## src/rtl/instr_encoder.sv

```systemverilog
// RV32I/F instruction packer: range-checks and encodes instruction fields, then
// queues each legal word with its target byte address in a small FIFO.
module instr_encoder #(
  parameter int unsigned DEPTH     = 4,
  parameter logic [31:0] BASE_ADDR = '0
) (
  input  logic        clk,
  input  logic        rst_n,
  input  logic        clear,
  input  logic        in_valid,
  output logic        in_ready,
  input  logic [2:0]  in_fmt,
  input  logic [6:0]  in_opcode,
  input  logic [2:0]  in_funct3,
  input  logic [6:0]  in_funct7,
  input  logic [4:0]  in_rd,
  input  logic [4:0]  in_rs1,
  input  logic [4:0]  in_rs2,
  input  logic [31:0] in_imm,
  output logic        out_valid,
  input  logic        out_ready,
  output logic [31:0] out_instr,
  output logic [31:0] out_addr,
  output logic        err_sticky,
  output logic [7:0]  err_cnt
);

  localparam int unsigned AW = $clog2(DEPTH);
  localparam logic [AW:0] FULL_CNT = (AW+1)'(DEPTH);

  typedef enum logic [2:0] {
    FMT_R = 3'd0,
    FMT_I = 3'd1,
    FMT_S = 3'd2,
    FMT_B = 3'd3,
    FMT_U = 3'd4,
    FMT_J = 3'd5
  } fmt_e;

  logic [31:0] word;
  logic        legal;
  logic        is_shift;

  logic [31:0] mem_instr [DEPTH];
  logic [31:0] mem_addr  [DEPTH];
  logic [AW-1:0] wr_ptr, rd_ptr;
  logic [AW:0]   count;
  logic [31:0]   addr_ctr;
  logic [31:0]   last_instr, last_addr;
  logic          accept, push, pop, drop;

  assign is_shift = (in_opcode == 7'b0010011) &&
                    ((in_funct3 == 3'b001) || (in_funct3 == 3'b101));

  always_comb begin
    word  = '0;
    legal = 1'b0;
    case (fmt_e'(in_fmt))
      FMT_R: begin
        word  = {in_funct7, in_rs2, in_rs1, in_funct3, in_rd, in_opcode};
        legal = 1'b1;
      end
      FMT_I: begin
        if (is_shift) begin
          word  = {in_funct7, in_imm[4:0], in_rs1, in_funct3, in_rd, in_opcode};
          legal = (in_imm[31:5] == '0);
        end else begin
          word  = {in_imm[11:0], in_rs1, in_funct3, in_rd, in_opcode};
          legal = (in_imm[31:11] == '0) || (in_imm[31:11] == '1);
        end
      end
      FMT_S: begin
        word  = {in_imm[11:5], in_rs2, in_rs1, in_funct3, in_imm[4:0], in_opcode};
        legal = (in_imm[31:11] == '0) || (in_imm[31:11] == '1);
      end
      FMT_B: begin
        word  = {in_imm[12], in_imm[10:5], in_rs2, in_rs1, in_funct3,
                 in_imm[4:1], in_imm[11], in_opcode};
        legal = ((in_imm[31:12] == '0) || (in_imm[31:12] == '1)) && !in_imm[0];
      end
      FMT_U: begin
        word  = {in_imm[31:12], in_rd, in_opcode};
        legal = (in_imm[11:0] == '0);
      end
      FMT_J: begin
        word  = {in_imm[20], in_imm[10:1], in_imm[11], in_imm[19:12], in_rd, in_opcode};
        legal = ((in_imm[31:20] == '0) || (in_imm[31:20] == '1)) && !in_imm[0];
      end
      default: begin
        word  = '0;
        legal = 1'b0;
      end
    endcase
  end

  // clear outranks both handshakes; illegal requests still complete the handshake.
  assign in_ready  = (count != FULL_CNT);
  assign out_valid = (count != '0);
  assign accept    = in_valid && in_ready && !clear;
  assign push      = accept && legal;
  assign drop      = accept && !legal;
  assign pop       = out_valid && out_ready && !clear;

  // Once empty, the outputs keep showing the most recent head.
  assign out_instr = out_valid ? mem_instr[rd_ptr] : last_instr;
  assign out_addr  = out_valid ? mem_addr[rd_ptr]  : last_addr;

  always_ff @(posedge clk) begin
    if (push) begin
      mem_instr[wr_ptr] <= word;
      mem_addr[wr_ptr]  <= addr_ctr;
    end
  end

  always_ff @(posedge clk or negedge rst_n) begin
    if (!rst_n) begin
      wr_ptr     <= '0;
      rd_ptr     <= '0;
      count      <= '0;
      addr_ctr   <= BASE_ADDR;
      err_sticky <= 1'b0;
      err_cnt    <= '0;
      last_instr <= '0;
      last_addr  <= '0;
    end else begin
      if (out_valid) begin
        last_instr <= mem_instr[rd_ptr];
        last_addr  <= mem_addr[rd_ptr];
      end
      if (clear) begin
        wr_ptr     <= '0;
        rd_ptr     <= '0;
        count      <= '0;
        addr_ctr   <= BASE_ADDR;
        err_sticky <= 1'b0;
        err_cnt    <= '0;
      end else begin
        if (push) begin
          wr_ptr   <= wr_ptr + 1'b1;
          addr_ctr <= addr_ctr + 32'd4;
        end
        if (pop) rd_ptr <= rd_ptr + 1'b1;
        case ({push, pop})
          2'b10:   count <= count + 1'b1;
          2'b01:   count <= count - 1'b1;
          default: count <= count;
        endcase
        if (drop) begin
          err_sticky <= 1'b1;
          if (err_cnt != '1) err_cnt <= err_cnt + 8'd1;
        end
      end
    end
  end

endmodule

```

## config.mk

```make
export PLATFORM = sky130hd
export DESIGN_NAME = instr_encoder
export DESIGN_NICKNAME = d
export VERILOG_FILES = /design/src/rtl/instr_encoder.sv
export SDC_FILE = /design/constraint.sdc
export NUM_CORES = 1
export LEC_CHECK = 0
export ABC_AREA = 1
export CAP_MARGIN = 20
export CORE_ASPECT_RATIO = 2
export CORE_MARGIN = 2
export CORE_UTILIZATION = 50
export CTS_CLUSTER_DIAMETER = 40
export DETAILED_ROUTE_END_ITERATION = 8
export PLACE_DENSITY = 0.74
export SYNTH_ARGS = -nofsm -noshare
export SYNTH_HDL_FRONTEND = slang
export SYNTH_SLANG_ARGS = --single-unit
```

## constraint.sdc

```tcl
create_clock -name clk -period 5.4 [get_ports clk]
set_input_delay 0.54 -clock clk [delete_from_list [all_inputs] [get_ports clk]]
set_output_delay 0.54 -clock clk [all_outputs]
set_load 0.02 [all_outputs]
```

==> impl_metrics.ini <==
[status]
status = completed

[critical_path]
startpoint_type = flop
crit_type = reg2out
cp_common_cell = nor2_1
worstPathCellList = buf_4, nor2_1, nor2_1, o21ai_0, a31oi_1, clkdlybuf4s50_1
endpoint_kind = primary output
reg2reg_to = mem_addr[3][30]
critPathMaxFanout = 71
critPathLaunch = rd_ptr[0]
rr_startpoint = count[0]
slowest_stage = dfrtp_4
arrival_ns = 3.77
critical_path_required_ns = 4.86
cpPeakStageDelay_ns = 0.83
rr_worst_depth = 7
r2r_slack_ns = 2.55

[floorplanning]
die-area_um2 = 32080
io_pins = 147
rows = 90
core_um2 = 30180
initial_core_util = 0.5067
dieHeight_um = 251.3
chipWidth_um = 127.7

[cells_and_area]
syn_to_final_growth_pct = 18.65
n_antenna_cell = 0
final_area_um2 = 18140
n_fill_cell = 2446
final_cell_mix = nor2_1, edfxtp_1, nand2_1
layout-drive-gt1-share = 0.06926
final_core_util = 0.6012
nets = 1671
final_common_cell = nor2_1

[synthesis]
synth_flop_cell = edfxtp_1
ys_async_sr_fraction = 0.3073
synth_top_family_by_area = simple AND/OR/NAND/NOR gates
syn-mean-instance-area_um2 = 10.46
syn_nets = 1541
synth.cell_area_um2 = 15290
synth-edff-count = 248
synth.ff_latch_count = 358
yosys.area_share.simple = 0.1782
yosys.area_share.xor_xnor = 0.01203
synth-compound-area-share = 0.09336
yosysUniqueCellTypes = 43
yosysSeqAreaShare = 0.6670
synthAdderAreaFrac = 0.006218
syn-instance-count = 1462
synth_mux_area_frac = 0
ys_warn_count = 0

[detailed_routing]
via_per_inst = 5.574
antenna_left = 0
routed_wl_mm = 38.15
drc = 0
dr.pass1.iters = 5
drtIter0Drc = 793
vias = 11070
wl_per_cell_um = 19.22

[global_routing]
grt_pass1_vias = 11440
grt_max_degree = 94
grt_pass1_wl_mm = 59.68
grtUsageTotal = 0.2397
antenna_found_initial = 0
grt_overflow = 0

[sta]
setup_viol = 0
tns_ns = 0
period_share = 0.7975
fmax_mhz = 232.2
drv_slew = 0
worstMarginPinSlew_ns = 0.9779
relSlewSlack = 0.3481
final_hold_viol_count = 0
finalClockSkew_ns = 0.01290
fin_crit_ns = 4.306
rsz0062_at_grt = false

[power]
p_leak_uw = 0.006771
p_per_area_nw_per_um2 = 367.8
totalPowerFinal_uw = 6674
ir_drop_uv = 306.8

[clock_network]
cts-root-buf = clkbuf_16
clk_latency_ns = 0.57
h-tree-depth = 1
clock-sinks = 358
clkTransAtPathRegs_ns = 0.07
postCtsHoldBufs = 0
cts_setup_buffers = 0
cts_resized = 0
cts_buffer_depth = 3
cts_buffers = 31
cts_tree = built

[placed_design]
gp_congestion = 1.001
portBuffers = 146
post_dp_cell_area_um2 = 17100
post-dp-hpwl_mm = 25.62

[run]
cap_violations = 0

[hold_path]
hp-class = in2async
==> per-stage QoR <==
stage	hold slack [ns]	cells	setup WS, ns
detailed placement	0.4785	1927	1.187
CTS	0.04538	1985	0.9872
floorplan	0.2444	1462	0.6895
finish	0.01897	1985	1.094
global route	0.07591	1985	0.8786
global placement	0.4757	1926	1.208
==> logic make-up (layout without fill, tap and decap cells) <==
family	count (synthesis)	count (layout)
and+or+nand+nor	662	662
buffers and inverters	161	316
DFF	358	358
AOI/OAI and AO/OA	253	253
adders and majority gates	7	7
xor gates and xnor gates	21	21
==> worst max-delay path by stage <==
stage               cells past startpoint                to
floorplan                              12   mem_addr[0][10]
global placement                       12  mem_instr[3][17]
detailed placement                     12  mem_instr[3][16]
CTS                                     6      out_instr[8]
global route                            6      out_instr[8]
finish                                  6      out_instr[8]
==> worst max-delay path, delay by kind of cell, from the launching register on <==
family,cells,cell delay [ns]
compound gates,2,0.62
buf+inv,2,1.45
simple gates,2,0.25
flops,1,0.83
==> final cells by class <==
| class | instances | area, um2 | area share |
|---|---|---|---|
| multi-input cells | 943 | 4462 | 0.2459 |
| clock buffers | 39 | 845.8 | 0.04661 |
| clock inverters | 19 | 196.4 | 0.01083 |
| repair buffers | 165 | 1624 | 0.08951 |
| well taps | 368 | 460.4 | 0.02538 |
| inverters | 93 | 351.6 | 0.01938 |
| flip-flops and latches | 358 | 10200 | 0.5624 |
==> registers in the layout (all words and copies together) (netlist names) <==
register    count
err_cnt         8
count           3
mem_addr      120
last_instr     32
last_addr      32
wr_ptr          2
err_sticky      1
addr_ctr       30
mem_instr     128
rd_ptr          2
==> cells in the mapped netlist (9+ instances only) <==
cell,instances,area share
nor3_1,16,0.0052
o21ai_0,147,0.048
nand2_1,155,0.038
inv_1,85,0.021
nand3_1,53,0.017
xor2_1,18,0.010
dfrtp_1,110,0.18
buf_1,9,0.0022
clkbuf_1,46,0.011
a31oi_1,62,0.025
edfxtp_1,248,0.49
nor4_1,9,0.0037
o21ai_1,11,0.0036
nor2_1,392,0.096
nand4_1,13,0.0053
==> power by group <==
part / internal, uW / total, uW / leakage (uW) / switching [uW]
combinational: 515 / 1210 / 0.00256 / 693
clock: 1230 / 2250 / 0.000513 / 1020
sequential: 3140 / 3220 / 0.00370 / 74.2
==> layer usage <==
metal	part of all wire	vias to the layer above	track usage	wire, um
met5	0	-	0	0
met4	0.049	0	0.1187	1865
met3	0.034	106	0.02192	1308
met2	0.58	338	0.4781	22170
met1	0.34	5356	0.2398	12810
li1	-	5265	-	-
No activity file was read; power rests on OpenSTA's default activity.
